===== config.mk =====
export PLATFORM = sky130hd
export DESIGN_NAME = alu_seq_flat
export DESIGN_NICKNAME = d
export VERILOG_FILES = /design/src/rtl/alu_seq_pkg.sv /design/src/rtl/alu_seq_if.sv /design/src/rtl/alu_mul_seq.sv /design/src/rtl/alu_seq.sv /design/src/flat_wrapper.sv
export SDC_FILE = /design/constraint.sdc
export NUM_CORES = 1
export LEC_CHECK = 0
export CAP_MARGIN = 20
export CORE_MARGIN = 3
export CORE_UTILIZATION = 47
export CTS_CLUSTER_DIAMETER = 100
export DETAILED_ROUTE_END_ITERATION = 7
export GPL_ROUTABILITY_DRIVEN = 1
export PLACE_DENSITY = 0.65
export SLEW_MARGIN = 15
export SYNTH_ARGS = -nofsm -noshare
export SYNTH_HDL_FRONTEND = slang
export SYNTH_SLANG_ARGS = --single-unit

===== constraint.sdc =====
create_clock -name clk -period 3.05 [get_ports clk]
set_input_delay 0.305 -clock clk [delete_from_list [all_inputs] [get_ports clk]]
set_output_delay 0.305 -clock clk [all_outputs]
set_load 0.1 [all_outputs]

===== src/rtl/alu_seq_pkg.sv =====
// Shared types for the sequential ALU: opcodes, FSM states and the result flag bundle.
package alu_seq_pkg;

  localparam int OP_W = 4;

  typedef enum logic [OP_W-1:0] {
    OP_ADD = 4'd0,
    OP_SUB = 4'd1,
    OP_AND = 4'd2,
    OP_OR  = 4'd3,
    OP_XOR = 4'd4,
    OP_NOT = 4'd5,
    OP_SHL = 4'd6,
    OP_SHR = 4'd7,
    OP_ASR = 4'd8,
    OP_ROL = 4'd9,
    OP_ROR = 4'd10,
    OP_MUL = 4'd11
  } alu_op_e;

  typedef enum logic {
    ST_IDLE,
    ST_MUL
  } state_e;

  typedef struct packed {
    logic carry;
    logic zero;
    logic negative;
    logic overflow;
    logic err;
  } alu_flags_t;

endpackage


===== src/rtl/alu_seq_if.sv =====
// Operand/result handshake bundle between the operand source, the ALU and the result sink.
interface alu_seq_if #(parameter int WIDTH = 8);
  import alu_seq_pkg::*;

  logic             in_valid;
  logic             in_ready;
  logic [WIDTH-1:0] a;
  logic [WIDTH-1:0] b;
  logic [OP_W-1:0]  op;
  logic             out_valid;
  logic             out_ready;
  logic [WIDTH-1:0] result;
  logic             carry;
  logic             zero;
  logic             negative;
  logic             overflow;
  logic             err;

  modport master (
    output in_valid, a, b, op, out_ready,
    input  in_ready, out_valid, result, carry, zero, negative, overflow, err
  );

  modport slave (
    input  in_valid, a, b, op, out_ready,
    output in_ready, out_valid, result, carry, zero, negative, overflow, err
  );

endinterface


===== src/rtl/alu_mul_seq.sv =====
// Unsigned shift-add multiplier: one partial product per cycle, WIDTH cycles per multiply.
module alu_mul_seq #(
  parameter int WIDTH = 8
) (
  input  logic               clk,
  input  logic               rst_n,
  input  logic               start,
  input  logic [WIDTH-1:0]   a,
  input  logic [WIDTH-1:0]   b,
  output logic               done,
  output logic [2*WIDTH-1:0] product
);
  import alu_seq_pkg::*;

  localparam int CNT_W = $clog2(WIDTH + 1);

  logic [2*WIDTH-1:0] mcand_q, mcand_d;
  logic [WIDTH-1:0]   mplier_q, mplier_d;
  logic [2*WIDTH-1:0] acc_q, acc_d;
  logic [CNT_W-1:0]   cnt_q, cnt_d;

  // product is the accumulator after this cycle's step, so the last step is usable as it happens
  assign product = acc_q + (mplier_q[0] ? mcand_q : '0);
  assign done    = (cnt_q == CNT_W'(1));

  always_comb begin
    mcand_d  = mcand_q;
    mplier_d = mplier_q;
    acc_d    = acc_q;
    cnt_d    = cnt_q;
    if (start) begin
      mcand_d  = {{WIDTH{1'b0}}, a};
      mplier_d = b;
      acc_d    = '0;
      cnt_d    = CNT_W'(WIDTH);
    end else if (cnt_q != '0) begin
      acc_d    = product;
      mcand_d  = mcand_q << 1;
      mplier_d = mplier_q >> 1;
      cnt_d    = cnt_q - CNT_W'(1);
    end
  end

  always_ff @(posedge clk or negedge rst_n) begin
    if (!rst_n) begin
      mcand_q  <= '0;
      mplier_q <= '0;
      acc_q    <= '0;
      cnt_q    <= '0;
    end else begin
      mcand_q  <= mcand_d;
      mplier_q <= mplier_d;
      acc_q    <= acc_d;
      cnt_q    <= cnt_d;
    end
  end

endmodule


===== src/rtl/alu_seq.sv =====
// Registered ALU with valid/ready in and out; single-cycle ops plus a multi-cycle unsigned multiply.
module alu_seq #(
  parameter int WIDTH = 8
) (
  input  logic     clk,
  input  logic     rst_n,
  alu_seq_if.slave bus
);
  import alu_seq_pkg::*;

  state_e             state_q, state_d;
  logic               out_valid_q, out_valid_d;
  logic [WIDTH-1:0]   result_q, result_d;
  alu_flags_t         flags_q, flags_d;

  logic               in_ready;
  logic               accept;
  logic               is_mul;
  logic               mul_done;
  logic [2*WIDTH-1:0] mul_product;
  logic [WIDTH:0]     sum;
  logic [WIDTH:0]     diff;
  logic [WIDTH-1:0]   alu_res;
  logic               alu_carry;
  logic               alu_ovf;
  logic               alu_err;
  logic               mul_hi;

  assign in_ready = (state_q == ST_IDLE) && (!out_valid_q || bus.out_ready);
  assign accept   = bus.in_valid && in_ready;
  assign is_mul   = (bus.op == OP_MUL);
  assign sum      = {1'b0, bus.a} + {1'b0, bus.b};
  assign diff     = {1'b0, bus.a} - {1'b0, bus.b};
  assign mul_hi   = |mul_product[2*WIDTH-1:WIDTH];

  alu_mul_seq #(.WIDTH(WIDTH)) u_mul (
    .clk     (clk),
    .rst_n   (rst_n),
    .start   (accept && is_mul),
    .a       (bus.a),
    .b       (bus.b),
    .done    (mul_done),
    .product (mul_product)
  );

  always_comb begin
    alu_res   = '0;
    alu_carry = 1'b0;
    alu_ovf   = 1'b0;
    alu_err   = 1'b0;
    case (bus.op)
      OP_ADD: begin
        alu_res   = sum[WIDTH-1:0];
        alu_carry = sum[WIDTH];
        alu_ovf   = (bus.a[WIDTH-1] == bus.b[WIDTH-1]) && (alu_res[WIDTH-1] != bus.a[WIDTH-1]);
      end
      OP_SUB: begin
        alu_res   = diff[WIDTH-1:0];
        alu_carry = diff[WIDTH];
        alu_ovf   = (bus.a[WIDTH-1] != bus.b[WIDTH-1]) && (alu_res[WIDTH-1] != bus.a[WIDTH-1]);
      end
      OP_AND: alu_res = bus.a & bus.b;
      OP_OR:  alu_res = bus.a | bus.b;
      OP_XOR: alu_res = bus.a ^ bus.b;
      OP_NOT: alu_res = ~bus.a;
      OP_SHL: begin
        alu_res   = {bus.a[WIDTH-2:0], 1'b0};
        alu_carry = bus.a[WIDTH-1];
      end
      OP_SHR: begin
        alu_res   = {1'b0, bus.a[WIDTH-1:1]};
        alu_carry = bus.a[0];
      end
      OP_ASR: begin
        alu_res   = {bus.a[WIDTH-1], bus.a[WIDTH-1:1]};
        alu_carry = bus.a[0];
      end
      OP_ROL: begin
        alu_res   = {bus.a[WIDTH-2:0], bus.a[WIDTH-1]};
        alu_carry = bus.a[WIDTH-1];
      end
      OP_ROR: begin
        alu_res   = {bus.a[0], bus.a[WIDTH-1:1]};
        alu_carry = bus.a[0];
      end
      OP_MUL: alu_res = '0;
      default: alu_err = 1'b1;
    endcase
  end

  // A pending result drains on out_ready; a new load in the same cycle simply replaces it
  always_comb begin
    state_d     = state_q;
    result_d    = result_q;
    flags_d     = flags_q;
    out_valid_d = out_valid_q && !bus.out_ready;
    case (state_q)
      ST_IDLE: begin
        if (accept) begin
          if (is_mul) begin
            state_d = ST_MUL;
          end else begin
            result_d    = alu_res;
            flags_d     = '{carry: alu_carry, zero: (alu_res == '0), negative: alu_res[WIDTH-1],
                            overflow: alu_ovf, err: alu_err};
            out_valid_d = 1'b1;
          end
        end
      end
      ST_MUL: begin
        if (mul_done) begin
          result_d    = mul_product[WIDTH-1:0];
          flags_d     = '{carry: mul_hi, zero: (mul_product[WIDTH-1:0] == '0),
                          negative: mul_product[WIDTH-1], overflow: mul_hi, err: 1'b0};
          out_valid_d = 1'b1;
          state_d     = ST_IDLE;
        end
      end
      default: state_d = ST_IDLE;
    endcase
  end

  always_ff @(posedge clk or negedge rst_n) begin
    if (!rst_n) begin
      state_q     <= ST_IDLE;
      out_valid_q <= 1'b0;
      result_q    <= '0;
      flags_q     <= '0;
    end else begin
      state_q     <= state_d;
      out_valid_q <= out_valid_d;
      result_q    <= result_d;
      flags_q     <= flags_d;
    end
  end

  assign bus.in_ready  = in_ready;
  assign bus.out_valid = out_valid_q;
  assign bus.result    = result_q;
  assign bus.carry     = flags_q.carry;
  assign bus.zero      = flags_q.zero;
  assign bus.negative  = flags_q.negative;
  assign bus.overflow  = flags_q.overflow;
  assign bus.err       = flags_q.err;

endmodule

===== src/flat_wrapper.sv =====
// flat-port wrapper written by rule: the top's interface ports become plain ports
module alu_seq_flat import alu_seq_pkg::*;
#(
  parameter int WIDTH = 8
)
  (clk, rst_n, bus_in_valid, bus_a, bus_b, bus_op, bus_out_ready, bus_in_ready, bus_out_valid, bus_result, bus_carry, bus_zero, bus_negative, bus_overflow, bus_err);
  alu_seq_if #(.WIDTH(WIDTH)) bus_i ();
  input  logic clk;
  input  logic rst_n;
  input wire logic [$bits(bus_i.in_valid)-1:0] bus_in_valid;
  input wire logic [$bits(bus_i.a)-1:0] bus_a;
  input wire logic [$bits(bus_i.b)-1:0] bus_b;
  input wire logic [$bits(bus_i.op)-1:0] bus_op;
  input wire logic [$bits(bus_i.out_ready)-1:0] bus_out_ready;
  output wire logic [$bits(bus_i.in_ready)-1:0] bus_in_ready;
  output wire logic [$bits(bus_i.out_valid)-1:0] bus_out_valid;
  output wire logic [$bits(bus_i.result)-1:0] bus_result;
  output wire logic [$bits(bus_i.carry)-1:0] bus_carry;
  output wire logic [$bits(bus_i.zero)-1:0] bus_zero;
  output wire logic [$bits(bus_i.negative)-1:0] bus_negative;
  output wire logic [$bits(bus_i.overflow)-1:0] bus_overflow;
  output wire logic [$bits(bus_i.err)-1:0] bus_err;
  assign bus_i.in_valid = bus_in_valid;
  assign bus_i.a = bus_a;
  assign bus_i.b = bus_b;
  assign bus_i.op = bus_op;
  assign bus_i.out_ready = bus_out_ready;
  assign bus_in_ready = bus_i.in_ready;
  assign bus_out_valid = bus_i.out_valid;
  assign bus_result = bus_i.result;
  assign bus_carry = bus_i.carry;
  assign bus_zero = bus_i.zero;
  assign bus_negative = bus_i.negative;
  assign bus_overflow = bus_i.overflow;
  assign bus_err = bus_i.err;
  alu_seq #(.WIDTH(WIDTH)) u_core (.clk(clk), .rst_n(rst_n), .bus(bus_i));
endmodule

# Yosys cells after proc, flatten, opt, wreduce, memory -nomap -nowiden

Cells that the tools add are included.

Register bits after elaboration: 59
Bits in latches: 0
Bits in writable memories: 0
ROM bits: 0
Input port bits: 24
Output and inout bits: 15
Memories: 0

Add/sub/neg operators: 4
Multiply operators: 0
Divide/modulo/power cells: 0
Magnitude comparators: 0
Equality and inequality tests: 19
Shift operators: 0
Multiplexer cells: 29
Bitwise gates (word level): 5
Reductions and logical operators: 19

Operator list:

| operator           | number |
|---|---|
| $pmux 8 s11        | 1 |
| $mux 16            | 5 |
| $mux 8             | 5 |
| $add 16x16->16     | 1 |
| $eq 4x3->1 const B | 4 |
| $eq 4x4->1 const B | 4 |
| $logic_not 8->1    | 2 |
| $pmux 8 s2         | 1 |
| $mux 5             | 3 |
| $reduce_or 11->1   | 1 |
| $pmux 5 s2         | 1 |
| $add 8x8->9        | 1 |
| $sub 8x8->9        | 1 |
| $and 8x8->8        | 1 |
| $eq 4x1->1 const B | 2 |
| $eq 4x2->1 const B | 2 |
| $mux 4             | 2 |
| $not 8->8          | 1 |
| $or 8x8->8         | 1 |
| $reduce_or 8->1    | 1 |
| $xor 8x8->8        | 1 |
| $mux 1             | 7 |
| $logic_and 1x1->1  | 6 |
| $pmux 1 s2         | 3 |
| 15 further kinds   | 19 |

# Depth between registers and ports, before layout

Depth after elaboration: 7
Mapped depth: 12
Mapped depth without buffers: 12

# By module

From an unflattened synthesis, not the netlist that was laid out.

Cell total of the unflattened synthesis: 618
Area total of the unflattened synthesis: 5064.9 um^2

By module, submodules not included:

| module      | instances | cells each | area each (um^2) | seq. area each (um^2) |
|---|---|---|---|---|
| alu_mul_seq | 1         | 307        | 2742.6           | 1101.1 |
| alu_seq     | 1         | 311        | 2322.2           | 350.3 |

# Least setup slack after synthesis

No wires, ideal clock.

Path type: flip-flop to flip-flop
Start point: reg u_core.out_valid_q, in the netlist u_core.bus.out_valid
End point: reg u_core.u_mul.acc_q[13]
Library setup time: 0.136 ns
Arrival time: 2.800 ns
Data required time: 2.914 ns
Path slack: 0.114 ns
Stages on the path, launching flop included: 7
Buffers on the path: 1
Clock period less this slack: 2.936 ns
Cells stage by stage: dfrtp_1 > nand2b_1 > and2_1 > nand2_1 > nor3_1 > clkbuf_1 > nor3_1

Cells in the longest elaborated chain, start to end: 6
Elaborated cells between the ends (all ways): 7
Those cells by class: 1 x mux; 6 x reduce/logical

Ends and longest elaborated chain:

| what                                         | RTL line           | RTL |
|---|---|---|
| start, declared                              | alu_seq.sv:12      | `logic out_valid_q, out_valid_d;` |
| start signal, assigned                       | alu_seq.sv:131     | `out_valid_q <= out_valid_d;` |
| $logic_not 1->1 (*)                          | alu_seq.sv:29      | `assign in_ready = (state_q == ST_IDLE) && (!out_valid_q \|\| bus.out_ready);` |
| $logic_or 1x1->1 (*)                         | alu_seq.sv:29      |  |
| $logic_and 1x1->1 (*)                        | alu_seq.sv:29      |  |
| net bus_in_ready                             | flat_wrapper.sv:15 | `output wire logic [$bits(bus_i.in_ready)-1:0] bus_in_ready;` |
| $logic_and 1x1->1 (*)                        | alu_seq.sv:30      | `assign accept = bus.in_valid && in_ready;` |
| $logic_and 1x1->1 (*)                        | alu_seq.sv:39      | `.start (accept && is_mul),` |
| $mux 16 or $reduce_bool 2->1 (tied branches) | -                  |  |
| end signal, assigned                         | alu_mul_seq.sv:48  | `acc_q <= '0;` |
| end signal, assigned                         | alu_mul_seq.sv:53  | `acc_q <= acc_d;` |
| end, declared                                | alu_mul_seq.sv:19  | `logic [2*WIDTH-1:0] acc_q, acc_d;` |

The timed path passes the listed nets; every way through them passes the cells marked *.
A chain may end at the register's enable or synchronous reset.

# Final worst setup path

Start point: reg u_core.u_mul.mplier_q[0]
End point: reg u_core.flags_q, in the netlist u_core.bus.carry

Cells in the longest elaborated chain, start to end: 5

Ends and longest elaborated chain:

| what                   | RTL line          | RTL |
|---|---|---|
| start, declared        | alu_mul_seq.sv:18 | `logic [WIDTH-1:0] mplier_q, mplier_d;` |
| start signal, assigned | alu_mul_seq.sv:52 | `mplier_q <= mplier_d;` |
| $mux 16                | alu_mul_seq.sv:23 | `assign product = acc_q + (mplier_q[0] ? mcand_q : '0);` |
| $add 16x16->16         | alu_mul_seq.sv:23 |  |
| $reduce_or 8->1        | alu_seq.sv:34     | `assign mul_hi = \|mul_product[2*WIDTH-1:WIDTH];` |
| $mux 5                 | alu_seq.sv:111    | `if (mul_done) begin` |
| $pmux 5 s2             | alu_seq.sv:97     | `case (state_q)` |
| end signal, assigned   | alu_seq.sv:133    | `flags_q <= flags_d;` |
| end, declared          | alu_seq.sv:14     | `alu_flags_t flags_q, flags_d;` |

Every way passes these cells. The select of a mux whose other input is x is not followed.

==> flow_summary.yaml <==
yosys:
  yosysWarnings: 0
  synth_edf_count: 0
  synth_seq_cells: 58
  async_flop_share_pct: 100.0
  synth_cells: 607
  synth.net_count: 676
  synth_flop_cell: "dfrtp_1"
  netlist_area_um2: 4881
  synth.avg_cell_area_um2: 8.041
  ys_seq_area_share_pct: 29.74
  yosys.cell_types.count: 68
timing:
  setup_tns_ns: 0
  post-route-period-util_pct: 95.63
  finClkSkew_ns: 0.008520
  max_slew_margin_pct: 31.37
  hold_violations: 0
  tightest_slew_ns: 1.029
  slew_violations: 0
  max_freq_mhz: 342.9
  layout_min_cycle_time_ns: 2.917
  final-setup-viol-count: 0
floorplanning:
  ios: 39
  start_util_pct: 49.03
  row_count: 36
  die_height_um: 107.9
  fp.dieW_um: 107.9
  dieArea_um2: 11640
  coreArea_um2: 9955
placed_design:
  place_congestion: 0.9720
  dpl_cell_area_um2: 5615
  io_buffers: 38
  dp_hpwl_um: 10620
global_routing:
  top_usage_layer: "met2"
  grt_use_met1_pct: 35.47
  grt-ovfl-total: 0
  grt.total_usage_pct: 24.48
  grt_use_met3_pct: 3.599
  grt_pass1_vias: 4384
  grt_max_degree: 47
  antenna_found_initial: 0
  grt_pass1_wl_um: 22450
  use_met2_pct: 38.68
route:
  drtIter0Drc: 371
  vias: 4655
  avgRoutedWirePerCell_um: 17.01
  firstDrtPassIters: 5
  via_per_inst: 5.783
  drt-total-wl_um: 13690
  drcViolationCount: 0
  postRouteAntennaNets: 0
layout:
  fin_nets: 736
  num_antenna_cells: 0
  final_area_um2: 5851
  area_growth_syn_to_layout_pct: 19.87
  final_core_util_pct: 58.77
  fillers: 951
  final_layout_size_suffix_gt1_share_pct: 13.39
setup_path:
  slowest_stage: "fa_1"
  slowest_delay_ns: 0.42
  endpoint_kind: "register"
  crit_top_cell: "nand4_1"
  crit_fanout: 4
  path_cells: "and2_1 -> ha_1 -> fa_1 -> a211oi_2 -> o21ai_2 -> o22a_1 -> o211ai_1 -> xnor2_1 -> nand4_1 -> o41ai_2 -> buf_4 -> nand4_1"
  cp.required_ns: 3.25
  crit_type: "register to register"
  reg2reg_slack_ns: 0.13
  cp.arrival_ns: 3.12
  startpoint_type: "register"
hold_path:
  hold_class: "input port to async pin"
flow_run:
  cap_violations: 0
cts:
  htreeDepth: 3
  clkSinkCount: 58
  tritoncts: "built"
  cts.path.max_buffers: 2
  clk_latency_ns: 0.35
  clkTransAtPathRegs_ns: 0.07
  root_buffer: "clkbuf_8"
  cts_inserted_buffers: 9
run_status:
  outcome: "finished, final reports clean"
pwr:
  leakagePower_nw: 2.628
  ir_worst_vdd_mv: 0.5784
  pwr_density_cell_nw_per_um2: 721.8
-- synth_stat cells (all sizes together) (3+ instances only) --
library cell,number,area share (%)
a211o,3,0.54
a211oi,10,1.5
a21o,7,1.1
a21oi,51,5.3
a221oi,6,1.1
a22oi,4,0.62
a31oi,5,0.64
a32oi,3,0.54
and2,21,2.7
buf,9,1.1
clkbuf,25,1.9
dfrtp,58,30
fa,3,1.2
ha,42,11
inv,36,2.8
mux2i,23,4.7
nand2,84,6.5
nand2b,9,1.2
nand3,9,0.92
nand4,4,0.51
nor2,43,3.4
nor2b,9,1.2
nor3,16,1.6
o2111ai,3,0.54
o211ai,5,0.77
o21a,3,0.46
o21ai,53,5.5
o21bai,3,0.46
o22ai,6,0.77
xnor2,12,2.2
xor2,8,1.4
-- layer usage --
| metal | share of wire (%) | vias to the layer above |
|---|---|---|
| met5 | 0 | - |
| met4 | 1.2 | 0 |
| met3 | 5.2 | 15 |
| met2 | 46 | 144 |
| met1 | 48 | 2221 |
| li1 | - | 2275 |
-- cell usage in the layout, fill, tap and decap left out, types with 3 or more instances in the layout --
master,count
nand2_1,84
dfrtp_1,58
a21oi_1,48
buf_4,47
nor2_1,42
o21ai_0,39
ha_1,39
inv_1,34
clkdlybuf4s50_1,34
mux2i_1,23
and2_1,20
nor3_1,15
xnor2_1,12
o21ai_1,10
clkbuf_8,10
nand2b_1,9
nand3_1,9
nor2b_1,9
xor2_1,8
a21o_1,7
o22ai_1,6
a211oi_1,6
a221oi_1,6
o211ai_1,5
a31oi_1,5
a211oi_2,4
o21ai_2,4
nand4_1,4
a22oi_1,4
o2111ai_1,3
a21oi_2,3
o21bai_1,3
o21a_1,3
a211o_1,3
a32oi_1,3
fa_1,3
clkinv_2,3
-- what timing repair did --
action	CTS	global route
endpoints found under the setup margin	0	3
hold buffers	0	0
buffers inserted	0	1
gates resized for setup	0	13
-- final timing paths --
path / from / end / cells after the start
worst min register to register: u_core.bus.result[1] / u_core.bus.result[1] / 2
min in group clk: u_core.bus.result[1] / u_core.bus.result[1] / 2
worst max-delay path: u_core.u_mul.mplier_q[0] / u_core.bus.carry / 12
max in group asynchronous: rst_n / u_core.u_mul.mcand_q[0] / 2
worst max register to register: u_core.u_mul.mplier_q[0] / u_core.bus.carry / 12
worst min-delay path: rst_n / u_core.u_mul.acc_q[9] / 1
-- worst max-delay path: cells and delay by family, from the launching register on --
| family | cells | cell delay [ns] |
|---|---|---|
| DFF | 1 | 0.38 |
| adders and majority gates | 2 | 0.63 |
| xor gates and xnor gates | 1 | 0.18 |
| and+or+nand+nor | 3 | 0.37 |
| AOI/OAI and AO/OA | 5 | 1.03 |
| buffers and inverters | 1 | 0.17 |
-- metrics by stage --
stage / cells / setup WS [ns] / hold WS (ns) / power (mW)
floorplan: 607 / 0.1135 / 0.009409 / 2.948
global route: 805 / -0.07528 / 0.07334 / 4.510
CTS: 804 / 0.06219 / 0.03320 / 4.207
detailed placement: 788 / 0.06878 / 0.4111 / 3.563
global placement: 788 / 0.07854 / 0.4088 / 3.536
finish: 805 / 0.1333 / 0.01595 / 4.223
-- kinds of logic after synthesis --
family                     count (synthesis)  synth area share, %
and+or+nand+nor                          205                19.56
AOI/OAI and AO/OA                        185                24.35
buffers and inverters                     70                5.819
DFF                                       58                29.74
adders and majority gates                 45                12.00
muxes                                     24                4.947
xor gates and xnor gates                  20                3.589
-- where the power goes --
group / internal (mW) / switching (mW)
combinational: 0.764 / 1.60
sequential: 1.04 / 0.182
clock: 0.312 / 0.320
total: 2.12 / 2.10
-- state kept, by name, indices dropped and copies added, names as in the netlist, 4 cells and up --
| name | flops |
|---|---|
| u_core.u_mul.mplier_q | 8 |
| u_core.bus.result | 7 |
| u_core.u_mul.mcand_q | 16 |
| u_core.u_mul.acc_q | 16 |
| u_core.u_mul.cnt_q | 4 |
-- final cells by class --
cell class | instances | area (um2) | share of cell area, %
timing repair buffer | 83 | 718.2 | 12.28
tap | 133 | 166.4 | 2.844
sequential | 58 | 1451 | 24.81
clock inverter | 5 | 30.03 | 0.5133
multi-input combinational | 479 | 3208 | 54.83
clock buffer | 11 | 141.4 | 2.417
inverter | 36 | 135.1 | 2.310
(Power assumes the default switching activity.)
